### config.mk
export PLATFORM = sky130hd
export DESIGN_NAME = div_ctrl
export DESIGN_NICKNAME = d
export VERILOG_FILES = /design/src/rtl/div_pkg.sv /design/src/rtl/div_period_cnt.sv /design/src/rtl/div_ctrl.sv
export SDC_FILE = /design/constraint.sdc
export NUM_CORES = 1
export LEC_CHECK = 0
export CAP_MARGIN = 20
export CORE_UTILIZATION = 48
export DETAILED_ROUTE_END_ITERATION = 7
export GPL_TIMING_DRIVEN = 0
export HOLD_SLACK_MARGIN = 0.03
export PLACE_DENSITY = 0.73
export SYNTH_ARGS = -nofsm -noshare
export SYNTH_HDL_FRONTEND = slang
export SYNTH_HIERARCHICAL = 1
export SYNTH_SLANG_ARGS = --single-unit
### constraint.sdc
create_clock -name clk_sig -period 2.75 [get_ports clk_sig]
set_input_delay 0.6875 -clock clk_sig [delete_from_list [all_inputs] [get_ports clk_sig]]
set_output_delay 0.6875 -clock clk_sig [all_outputs]
set_load 0.1 [all_outputs]
### src/rtl/div_pkg.sv
// -----------------------------------------------------------------------------
// div_pkg
// Shared definitions for the div_ctrl clock-divider controller.
//   - div_state_e : controller state encoding (IDLE / RUN / PEND / STOP)
//   - MIN_NUM     : smallest divide ratio that still yields a real period
//   - DEF_NUM     : divide ratio loaded at reset
//   - DEF_DUTY    : high-cycle count loaded at reset (2/4 = 50 %)
// -----------------------------------------------------------------------------
package div_pkg;

    typedef enum logic [1:0] {
        ST_IDLE = 2'd0,
        ST_RUN  = 2'd1,
        ST_PEND = 2'd2,
        ST_STOP = 2'd3
    } div_state_e;

    localparam int MIN_NUM  = 2;
    localparam int DEF_NUM  = 4;
    localparam int DEF_DUTY = 2;

endpackage

### src/rtl/div_period_cnt.sv
// -----------------------------------------------------------------------------
// div_period_cnt
// Loadable modulo counter that sequences one divider period.
// Ports:
//   clk_sig   in   system clock
//   reset_sig in   synchronous active-high reset
//   run       in   advance the counter this cycle
//   load      in   force the counter back to 0 (wins over run)
//   num       in   modulus; the counter runs 0..num-1
//   cnt       out  current count
//   wrap      out  high on the last cycle of a period (cnt == num-1 while running)
// -----------------------------------------------------------------------------
module div_period_cnt #(
    parameter int CNT_W = 8
) (
    input  logic             clk_sig,
    input  logic             reset_sig,
    input  logic             run,
    input  logic             load,
    input  logic [CNT_W-1:0] num,
    output logic [CNT_W-1:0] cnt,
    output logic             wrap
);
    import div_pkg::*;

    logic [CNT_W-1:0] cnt_q;
    logic [CNT_W-1:0] cnt_d;

    // Wrap detection and next count value.
    always_comb begin
        cnt_d = cnt_q;
        wrap  = run && !load && (cnt_q == (num - {{(CNT_W-1){1'b0}}, 1'b1}));
        if (load) begin
            cnt_d = {CNT_W{1'b0}};
        end else if (run) begin
            if (wrap) begin
                cnt_d = {CNT_W{1'b0}};
            end else begin
                cnt_d = cnt_q + {{(CNT_W-1){1'b0}}, 1'b1};
            end
        end else begin
            cnt_d = cnt_q;
        end
    end

    // Count register.
    always_ff @(posedge clk_sig) begin
        if (reset_sig) begin
            cnt_q <= {CNT_W{1'b0}};
        end else begin
            cnt_q <= cnt_d;
        end
    end

    assign cnt = cnt_q;

endmodule

### src/rtl/div_ctrl.sv
// -----------------------------------------------------------------------------
// div_ctrl
// Runtime-configurable clock divider. Ratio/duty arrive over a valid/ready
// handshake, are validated, and only take effect at a period boundary so
// div_sig never glitches. Start/stop is sequenced so every period completes.
// Ports:
//   clk_sig        in   system clock
//   reset_sig      in   synchronous active-high reset
//   en_sig         in   run request (level)
//   cfg_valid_sig  in   config offer
//   cfg_ready_sig  out  config can be accepted (low only while a config is pending)
//   cfg_num_sig    in   requested divide ratio
//   cfg_duty_sig   in   requested high cycles per period
//   div_sig        out  divided output (registered)
//   tick_sig       out  one-cycle pulse at the start of each period (registered)
//   cfg_err_sig    out  one-cycle pulse: offered config rejected
//   pend_sig       out  accepted config waiting for the next boundary
//   active_num_sig out  divide ratio currently in use
// -----------------------------------------------------------------------------
module div_ctrl #(
    parameter int CNT_W    = 8,
    parameter int DEF_NUM  = div_pkg::DEF_NUM,
    parameter int DEF_DUTY = div_pkg::DEF_DUTY
) (
    input  logic             clk_sig,
    input  logic             reset_sig,
    input  logic             en_sig,
    input  logic             cfg_valid_sig,
    output logic             cfg_ready_sig,
    input  logic [CNT_W-1:0] cfg_num_sig,
    input  logic [CNT_W-1:0] cfg_duty_sig,
    output logic             div_sig,
    output logic             tick_sig,
    output logic             cfg_err_sig,
    output logic             pend_sig,
    output logic [CNT_W-1:0] active_num_sig
);
    import div_pkg::*;

    // A config is usable when it has at least two cycles per period and the
    // high time fits inside the period.
    function automatic logic cfg_legal(input logic [CNT_W-1:0] num,
                                       input logic [CNT_W-1:0] duty);
        return (num >= CNT_W'(MIN_NUM)) && (duty <= num);
    endfunction

    div_state_e       state_q, state_d;
    logic [CNT_W-1:0] num_act_q, num_act_d;
    logic [CNT_W-1:0] duty_act_q, duty_act_d;
    logic [CNT_W-1:0] shd_num_q, shd_num_d;
    logic [CNT_W-1:0] shd_duty_q, shd_duty_d;
    logic             pend_q, pend_d;
    logic             div_q, div_d;
    logic             tick_q, tick_d;
    logic             err_q, err_d;

    logic [CNT_W-1:0] cnt_s;
    logic             wrap_s;
    logic             running_s;
    logic             xfer_s;
    logic             legal_s;

    assign running_s = (state_q != ST_IDLE);
    assign xfer_s    = cfg_valid_sig && !pend_q;
    assign legal_s   = cfg_legal(cfg_num_sig, cfg_duty_sig);

    // Counter is held at 0 while idle so the first running cycle is cnt == 0.
    div_period_cnt #(
        .CNT_W (CNT_W)
    ) u_cnt (
        .clk_sig   (clk_sig),
        .reset_sig (reset_sig),
        .run       (running_s),
        .load      (!running_s),
        .num       (num_act_q),
        .cnt       (cnt_s),
        .wrap      (wrap_s)
    );

    // Config apply rules, next state and next outputs.
    always_comb begin
        state_d    = state_q;
        num_act_d  = num_act_q;
        duty_act_d = duty_act_q;
        shd_num_d  = shd_num_q;
        shd_duty_d = shd_duty_q;
        pend_d     = pend_q;
        err_d      = 1'b0;
        div_d      = running_s && (cnt_s < duty_act_q);
        tick_d     = running_s && (cnt_s == {CNT_W{1'b0}});

        // A rejected offer is still consumed; it only raises the error pulse.
        if (xfer_s && !legal_s) begin
            err_d = 1'b1;
        end else begin
            err_d = 1'b0;
        end

        if (!running_s) begin
            // Idle: no period in flight, so a legal config applies at once.
            if (xfer_s && legal_s) begin
                num_act_d  = cfg_num_sig;
                duty_act_d = cfg_duty_sig;
            end else begin
                num_act_d  = num_act_q;
            end
        end else if (wrap_s) begin
            // Boundary: a shadowed config loads here; an offer arriving on
            // this very cycle (only possible with nothing pending) skips the
            // shadow and governs the next period directly.
            if (pend_q) begin
                num_act_d  = shd_num_q;
                duty_act_d = shd_duty_q;
                shd_num_d  = {CNT_W{1'b0}};
                shd_duty_d = {CNT_W{1'b0}};
                pend_d     = 1'b0;
            end else if (xfer_s && legal_s) begin
                num_act_d  = cfg_num_sig;
                duty_act_d = cfg_duty_sig;
            end else begin
                pend_d     = 1'b0;
            end
        end else begin
            // Mid-period: park the config until the next boundary.
            if (xfer_s && legal_s) begin
                shd_num_d  = cfg_num_sig;
                shd_duty_d = cfg_duty_sig;
                pend_d     = 1'b1;
            end else begin
                pend_d     = pend_q;
            end
        end

        case (state_q)
            ST_IDLE: begin
                if (en_sig) begin
                    state_d = ST_RUN;
                end else begin
                    state_d = ST_IDLE;
                end
            end
            ST_RUN, ST_PEND, ST_STOP: begin
                // Dropping en_sig on the final cycle of a period ends straight
                // away; otherwise the period is finished in STOP. Re-asserting
                // en_sig before the wrap resumes without a gap.
                if (!en_sig) begin
                    if (wrap_s) begin
                        state_d = ST_IDLE;
                    end else begin
                        state_d = ST_STOP;
                    end
                end else if (pend_d) begin
                    state_d = ST_PEND;
                end else begin
                    state_d = ST_RUN;
                end
            end
            default: begin
                state_d = ST_IDLE;
            end
        endcase
    end

    // State, active/shadow config and registered outputs.
    always_ff @(posedge clk_sig) begin
        if (reset_sig) begin
            state_q    <= ST_IDLE;
            num_act_q  <= CNT_W'(DEF_NUM);
            duty_act_q <= CNT_W'(DEF_DUTY);
            shd_num_q  <= {CNT_W{1'b0}};
            shd_duty_q <= {CNT_W{1'b0}};
            pend_q     <= 1'b0;
            div_q      <= 1'b0;
            tick_q     <= 1'b0;
            err_q      <= 1'b0;
        end else begin
            state_q    <= state_d;
            num_act_q  <= num_act_d;
            duty_act_q <= duty_act_d;
            shd_num_q  <= shd_num_d;
            shd_duty_q <= shd_duty_d;
            pend_q     <= pend_d;
            div_q      <= div_d;
            tick_q     <= tick_d;
            err_q      <= err_d;
        end
    end

    assign cfg_ready_sig  = !pend_q;
    assign div_sig        = div_q;
    assign tick_sig       = tick_q;
    assign cfg_err_sig    = err_q;
    assign pend_sig       = pend_q;
    assign active_num_sig = num_act_q;

endmodule

Yosys cells after proc, flatten, opt, wreduce, memory -nomap -nowiden
Index checks and enable logic that the tools add are counted.

Bits in registers: 46. Output and inout port bits: 13.

Bitwise gates (word level): 1. Order comparisons: 3. Mux-type cells: 22. Eq/ne operators: 6. $add $sub $neg: 2. Reductions and logical operators: 16.

Operators with widths (count): 2-to-1 mux 8 bit (13); adder 8 x 1 -> 8 bit (second input constant) (1); == test 8 bit (1); greater-or-equal comparator 8 x 2 -> 1 bit (second input constant) (1); <= comparator 8 bit (1); logical NOT 8 bit (1); less-than comparator 8 bit (1); subtractor 8 x 1 -> 8 bit (second input constant) (1); logical AND 1 bit (7); 2-to-1 mux 2 bit (3); OR reduction 3 bit (2); 2-to-1 mux 1 bit (5); == test 2 bit (second input constant) (2); one-hot mux 2 bit (2 select lines) (1); nonzero test 2 bit (2); AND reduction 3 bit (1); == test 2 x 1 -> 1 bit (second input constant) (1); logical NOT 1 bit (2); logical NOT 2 bit (1); inequality test 2 x 1 -> 1 bit (second input constant) (1); inequality test 2 bit (second input constant) (1); NOT 1 bit (1).

Logic depth before layout (Yosys ltp)
Gate-level depths: netlist of the first run.

Depth in word-level cells: 9. Mapped depth: 14. Depth with buffers taken out: 12.

Modules after synthesis
Netlist of the first run, hierarchy kept.

By module, submodules not included: div_ctrl (instances 1, seq. area each 760.7 sq um, area each 2055.7 sq um, cells each 225); div_period_cnt (instances 1, seq. area each 160.2 sq um, area each 644.4 sq um, cells each 75).

Worst setup path after synthesis of the first run
No wires, ideal clock.

Path kind: register -> register. Start: register num_act_q[0] (netlist: active_num_sig[0]). End: register num_act_q[0] (netlist: active_num_sig[0]). Clock period less this slack: 3.634 ns. Path slack: -0.884 ns. Data arrival time: 3.573 ns. Path buffers: 3. Cell stages (with the launch flop): 14. Data required time: 2.690 ns. Cells stage by stage: dfxtp_1 inv_1 ha_1 clkbuf_2 o21bai_1 a211oi_1 o21ai_1 a211oi_4 buf_2 inv_1 nor4_2 buf_2 a22o_1 a21o_1.

Longest elaborated chain between the ends: 4.

Ends and longest elaborated chain: from (decl) (RTL line div_ctrl.sv:48) `logic [CNT_W-1:0] num_act_q, num_act_d;`; from (signal assigned) (RTL line div_ctrl.sv:168) `num_act_q <= CNT_W'(DEF_NUM);`; from (signal assigned) (RTL line div_ctrl.sv:178) `num_act_q <= num_act_d;`; subtractor 8 x 1 -> 8 bit (RTL line div_period_cnt.sv:32) `wrap = run && !load && (cnt_q == (num - {{(CNT_W-1){1'b0}}, 1'b1}));`; == test 8 bit (RTL line div_period_cnt.sv:32); logical AND 1 bit (RTL line div_period_cnt.sv:32); net wrap_s (RTL line div_ctrl.sv:58) `logic wrap_s;`; inequality test 2 x 1 -> 1 bit (no line).

The timed path passes the listed nets, and every way through them passes these cells. The select of a mux whose other input is x is not followed. A chain may end at the register's enable or synchronous reset.

Worst setup path after layout of the first run
Start: register num_act_q[1] (netlist: active_num_sig[1]). End: register duty_act_q[4].

Longest elaborated chain between the ends: 4.

Ends and longest elaborated chain: subtractor 8 x 1 -> 8 bit (RTL line div_period_cnt.sv:32); == test 8 bit (RTL line div_period_cnt.sv:32); logical AND 1 bit (RTL line div_period_cnt.sv:32); net wrap_s (RTL line div_ctrl.sv:58); inequality test 2 x 1 -> 1 bit (no line); to (signal assigned) (RTL line div_ctrl.sv:169) `duty_act_q <= CNT_W'(DEF_DUTY);`; to (signal assigned) (RTL line div_ctrl.sv:179) `duty_act_q <= duty_act_d;`; to (decl) (RTL line div_ctrl.sv:49) `logic [CNT_W-1:0] duty_act_q, duty_act_d;`.

The timed path passes the listed nets, and every way through them passes these cells.

==> out/results.tsv, run 1 <==
metric	value	unit
run_status	finished, final reports clean	
fin_crit	2.72	ns
synth_edf_count	0	
antenna_left	0	
end_kind	flop	
fin_nets	392	
numCtsBuffers	5	
final_common_cell	dfxtp_1	
htreeDepth	2	
grt_pass1_wl	10.8	mm
hold_violations	0	
crit_fanout	6	
rows	26	
antenna_cells	0	
worstPathRequired	3.01	ns
grt_pass1_vias	2260	
hold_class	flop to flop	
fin_setup_tns	0	ns
worst_pin_slew	0.972	ns
finalSetupViolations	0	
power_density	525	mW/mm^2
slew_violations	0	
peakVddDrop	0.000263	V
ys_types	57	
synth-async-reset-ratio	0	%
grt.total_usage	22.7	%
drt_pass1_iterations	4	
critical_path_class	flop to flop	
synth.avg_cell_area	9.00	sq um
die_h	77	um
ys_warn_count	6	
dp_hpwl	4.64	mm
fmax	368	MHz
io_buffers	31	
routed_wirelength	6.46	mm
tritoncts	yes	
insertion_delay	0.30	ns
antenna_found_initial	0	
fill_cells	471	
fp.dieW	77	um
crit_arrival	2.97	ns
clockRootBuffer	clkbuf_8	
yosys_most_used_dff	dfxtp_1	
dieArea	0.00593	sq mm
drive_above_1_share	19.1	%
num_io_pins	33	
grt_max_degree	16	
worst_setup_path_start_kind	flop	
finalClockSkew	0.0126	ns
initial_core_util	51.2	%
cts.sinks	46	
ys_seq_area_share	34.1	%
ys_ff_latch	46	
cts_hold_buffers	0	
vias	2391	
final_cell_mix	dfxtp_1, nand2_1, clkdlybuf4s50_1	
route.detailed.drc	0	
overflow	0	
core	0.00527	sq mm
path_cells	inv_2 > ha_4 > xnor2_1 > nor4b_2 > o211ai_1 > a211oi_4 > buf_6 > a21oi_4 > nor2_4 > inv_4 > nor3_4 > clkbuf_16 > a22o_1 > a21o_1	
gp_congestion	0.800	
p_leak	1.62	nW
syn-cell-area	0.00270	sq mm
drt-initial-drc-count	137	
cap_violations	0	
rsz0062_at_grt	yes	
slowest_stage	dfxtp_4	
syn-num-nets	337	
max_stage_delay	0.39	ns
syn2layout_area_growth	29.8	%
clkTransAtPathRegs	0.09	ns
viasPerCell	5.61	
wl_per_cell	15.2	um
slew_headroom	35.0	%
period_share	98.8	%
cts_buffer_depth	2	
p_total	1.84	mW
syn_inst	300	
-- synth_stat cells, types with 3 or more instances --
| library cell | number | area, sq um |
|---|---|---|
| a21o_1 | 10 | 75.1 |
| a21oi_1 | 16 | 80.1 |
| a221o_1 | 4 | 40.0 |
| a22o_1 | 10 | 87.6 |
| and3_1 | 3 | 18.8 |
| buf_2 | 4 | 20.0 |
| buf_6 | 3 | 33.8 |
| dfxtp_1 | 46 | 921 |
| ha_1 | 17 | 213 |
| inv_1 | 18 | 67.6 |
| mux2i_1 | 19 | 190 |
| nand2_1 | 39 | 146 |
| nand2b_1 | 5 | 31.3 |
| nand3_1 | 5 | 25.0 |
| nand4_1 | 5 | 31.3 |
| nor2_1 | 13 | 48.8 |
| nor2b_1 | 3 | 18.8 |
| nor3_1 | 5 | 25.0 |
| nor4_1 | 11 | 68.8 |
| o21ai_0 | 5 | 25.0 |
| xnor2_1 | 7 | 61.3 |
| xor2_1 | 8 | 70.1 |
-- logic make-up (layout without fill, tap and decap cells) --
group / Yosys count / count (layout) / share of synthesized area [%]
AND/OR/NAND/NOR: 106 / 106 / 22.4
AO/OA/AOI/OAI: 63 / 63 / 17.7
flip-flops: 46 / 46 / 34.1
buffers and inverters: 34 / 90 / 5.98
multiplexers: 19 / 19 / 7.04
adder cells (fa/ha/maj): 17 / 17 / 7.88
XOR/XNOR: 15 / 15 / 4.87
-- state kept, by name, indices dropped and copies added, names as in the netlist --
| signal | count |
|---|---|
| state_q | 2 |
| u_cnt/cnt | 8 |
| cfg_err_sig | 1 |
| shd_num_q | 8 |
| shd_duty_q | 8 |
| div_sig | 1 |
| duty_act_q | 8 |
| tick_sig | 1 |
| active_num_sig | 8 |
| pend_sig | 1 |
-- path summary, 6_finish.rpt --
| check | start | to | slack, ns | depth (start not counted) |
|---|---|---|---|---|
| setup reg to reg | active_num_sig[1] | duty_act_q[4] | 0.03 | 14 |
| setup / recovery | active_num_sig[1] | duty_act_q[4] | 0.03 | 14 |
| hold / removal | duty_act_q[4] | duty_act_q[4] | 0.46 | 1 |
| hold reg to reg | duty_act_q[4] | duty_act_q[4] | 0.46 | 1 |
-- through the flow --
step	cell area [sq um]	utilization (%)	setup WS, ns	hold slack, ns	std cells
2_1_floorplan	2760	-	-0.199	0.426	300
3_3_place_gp	3160	59.9	-0.629	0.435	401
3_5_place_dp	3160	59.9	-0.591	0.439	401
4_1_cts	3380	64.2	0.0132	0.462	416
5_1_grt	3510	66.5	-0.111	0.489	426
6_report	3510	66.5	0.0329	0.459	426
-- power by group --
part           internal (mW)  leakage [nW]  switching (mW)
Sequential             0.707         0.377          0.0384
Combinational          0.209          1.18           0.317
Clock                  0.328        0.0665           0.240
Total                   1.24          1.62           0.595
-- layout make-up --
cell class                 instances  area, sq um  area share, %
buffer                            12          103           2.93
clock buffer                       6         93.8           2.68
clock inverter                     2         38.8           1.11
inverter                          21         86.3           2.46
multi-input combinational        220         1670           47.8
sequential                        46          935           26.7
tap                               70         87.6           2.50
timing repair buffer              49          488           13.9
-- what timing repair did --
item | CTS | global route
pin swaps | 5 | 10
setup buffers | 7 | 10
cloned | 0 | 1
endpoints found under the setup margin | 33 | 25
resized for setup | 8 | 12
-- worst max-delay path: cells and delay by family (launching register included) --
kind | cells | cell delay, ns
and+or+nand+nor | 3 | 0.74
AOI/OAI and AO/OA | 5 | 0.71
buffers and inverters | 4 | 0.47
DFF | 1 | 0.39
adders and majority gates | 1 | 0.23
xor gates and xnor gates | 1 | 0.12
-- layer usage --
metal,part of all wire [%],GRT usage [%]
met1,45,29.6
met2,49,37.6
met3,4.1,4.29
met4,1.5,7.36
met5,0,0
(Power assumes the default switching activity.)
==> run 2: changes to the inputs <==
--- a/config.mk
+++ b/config.mk
@@ -6,12 +6,11 @@
 export NUM_CORES = 1
 export LEC_CHECK = 0
 export CAP_MARGIN = 20
-export CORE_UTILIZATION = 48
+export CORE_UTILIZATION = 40
 export DETAILED_ROUTE_END_ITERATION = 7
 export GPL_TIMING_DRIVEN = 0
 export HOLD_SLACK_MARGIN = 0.03
-export PLACE_DENSITY = 0.73
+export SLEW_MARGIN = 20
 export SYNTH_ARGS = -nofsm -noshare
 export SYNTH_HDL_FRONTEND = slang
-export SYNTH_HIERARCHICAL = 1
 export SYNTH_SLANG_ARGS = --single-unit
==> run 2 against run 1 <==
  * Via count shrank 12%
  * Critical path depth shrank 2
  * Critical path type is now input port to flop
  * Register-to-register slack gained 0.04 ns
  * Final cell count shrank 6.8%
  * Total power grew 5.8%
  * Clock power shrank 12%
  * Critical endpoint is now active_num_sig[4]
  * Wire length shrank 6.6%
  * Non-clock buffer count shrank 1
  * Final area shrank 5.8%
  * Die area grew 12%
  * Worst setup slack lost 0.010 ns
  * Sequential power grew 4.3%
==> out/results.tsv, run 2 <==
metric	value	unit
synth_top_area_share	36.4	%
syn-num-nets	302	
fin_crit	2.73	ns
yosys_most_used_dff	dfxtp_1	
gp_congestion	0.760	
syn-cell-area	0.00253	sq mm
cp_top_family	buffers and inverters	
synth_simple_gate_area_share	16.8	%
synth_top_family_by_area	compound AO/OA/AOI/OAI gates	
cts.sinks	46	
dieArea	0.00665	sq mm
run_status	finished, final reports clean	
fin_nets	359	
hold_ws	0.486	ns
synth-async-reset-ratio	0	%
drive_above_1_share	24.2	%
core	0.00603	sq mm
ys_types	52	
power_frac_comb	34.5	%
slew_violations	0	
rows	28	
power_density	589	mW/mm^2
final_common_cell	dfxtp_1	
vias	2115	
synthAdderAreaFrac	8.90	%
crit_fanout	5	
viasPerCell	5.33	
p_clk_share	25.6	%
antenna_found_initial	0	
clockRootBuffer	clkbuf_8	
synthMuxAreaShare	5.54	%
path_cells	clkdlybuf4s50_1 > inv_1 > ha_1 > a21oi_1 > o21ai_0 > o21ai_2 > nand3_4 > a22oi_4 > buf_6 > clkbuf_2 > buf_4 > a211oi_2	
grt_pass1_wl	9.38	mm
final_cell_mix	dfxtp_1, nor2_1, clkdlybuf4s50_1	
cts_buffer_depth	2	
syn2layout_area_growth	30.5	%
syn_inst	264	
drt_pass1_iterations	4	
insertion_delay	0.30	ns
synth_most_common_cell	dfxtp_1	
wl_per_cell	15.2	um
worstPathRequired	2.90	ns
slowest_stage	clkdlybuf4s50_1	
fin_setup_tns	0	ns
max_stage_delay	0.53	ns
p_leak	1.47	nW
period_share	99.2	%
synth_area_leader_cell	dfxtp_1	
grt_max_degree	14	
finalClockSkew	0.0103	ns
io_buffers	32	
fin_cells	397	
ys_ff_latch	46	
p_int	1.26	mW
yosys-top-cells-count	dfxtp_1, nor2_1, inv_1	
routed_wirelength	6.04	mm
die_h	81.6	um
tritoncts	yes	
p_sw	0.686	mW
crit_arrival	2.88	ns
finalSetupViolations	0	
synth-compound-area-share	21.7	%
dp_hpwl	4.25	mm
grt.total_usage	18.8	%
fmax	367	MHz
antenna_cells	0	
clkTransAtPathRegs	0.09	ns
numCtsBuffers	5	
dp_cells	371	
worst_pin_slew	0.963	ns
fp.dieW	81.6	um
end_kind	flop	
critPathBufInv	5	
synth_edf_count	0	
synth-xor-area-share	5.19	%
grt_pass1_vias	1828	
pwr-share-seq	40.0	%
ys_warn_count	0	
overflow	0	
cts_hold_buffers	0	
yosys-top-cells-area	dfxtp_1, ha_1, mux2i_1	
num_io_pins	33	
htreeDepth	2	
critical_path_class	input port to flop	
peakVddDrop	0.000295	V
slew_headroom	35.6	%
hold_class	flop to flop	
hold_violations	0	
cap_violations	0	
route.detailed.drc	0	
ys_seq_area_share	36.4	%
synth.avg_cell_area	9.59	sq um
antenna_left	0	
drt-initial-drc-count	96	
p_sw_share	35.2	%
finish.utilization	54.8	%
initial_core_util	42.0	%
worst_setup_path_start_kind	input port	
## run 2: logic make-up (layout without fill, tap and decap cells)
logic type / Yosys count / count (layout)
AOI/OAI and AO/OA: 60 / 60
DFF: 46 / 46
muxes: 14 / 14
adders and majority gates: 18 / 18
and+or+nand+nor: 81 / 81
xor gates and xnor gates: 15 / 15
buffers and inverters: 30 / 88
## run 2: worst reg2reg max path, cell delays in order (launching register included)
cell	delay [ns]
dfxtp_4	0.36
or4_4	0.56
and4bb_1	0.29
a311oi_2	0.07
a2111o_1	0.53
a22oi_4	0.27
buf_6	0.16
clkbuf_2	0.14
buf_4	0.13
a211oi_2	0.05
## run 2: routing by layer
| layer | GRT usage [%] | up-vias | share of wire [%] |
|---|---|---|---|
| met3 | 4.56 | 11 | 4.6 |
| met1 | 26.6 | 985 | 48 |
| met5 | 0 | - | 0 |
| met2 | 28.6 | 49 | 46 |
| li1 | - | 1070 | - |
| met4 | 4.64 | 0 | 1.8 |
## run 2: repair_timing
action                     in CTS  in global routing
pin swaps                       6                  5
resized for setup               9                 17
buffers inserted               10                  8
setup endpoints to repair      34                 33
## run 2: final cells by class
type                    instances  area (sq um)
plain buffers                  10          65.1
clock buffers                   7          76.3
clock inverters                 1          30.0
fillers                       576          2720
inverters                      20          78.8
multi-input cells             188          1540
flip-flops and latches         46           935
well taps                      75          93.8
repair buffers                 50           488
## run 2: worst paths after layout
path                                   startpoint  cells after the start                 to  slack, ns
worst max-delay path               cfg_num_sig[7]                     12  active_num_sig[4]       0.02
worst min-delay path                 shd_num_q[7]                      1       shd_num_q[7]       0.49
worst max register to register  active_num_sig[3]                      9  active_num_sig[4]       0.07
worst min register to register       shd_num_q[7]                      1       shd_num_q[7]       0.49
## run 2: power groups by stage
stage / logic [mW] / registers [mW] / clock network (mW)
finish: 0.671 / 0.778 / 0.498
global route: 0.715 / 0.787 / 0.549
CTS: 0.628 / 0.777 / 0.510
detailed placement: 0.597 / 0.792 / 0
global placement: 0.592 / 0.791 / 0
floorplan: 0.301 / 0.935 / 0
## run 2: metrics by stage
step | total power, mW | worst slack (ns) | instance area [sq um]
detailed placement | 1.39 | -0.717 | 2960
global route | 2.05 | -0.0209 | 3300
CTS | 1.91 | 0.00824 | 3170
global placement | 1.38 | -0.763 | 2960
floorplan | 1.24 | 0.0185 | 2550
finish | 1.95 | 0.0224 | 3300
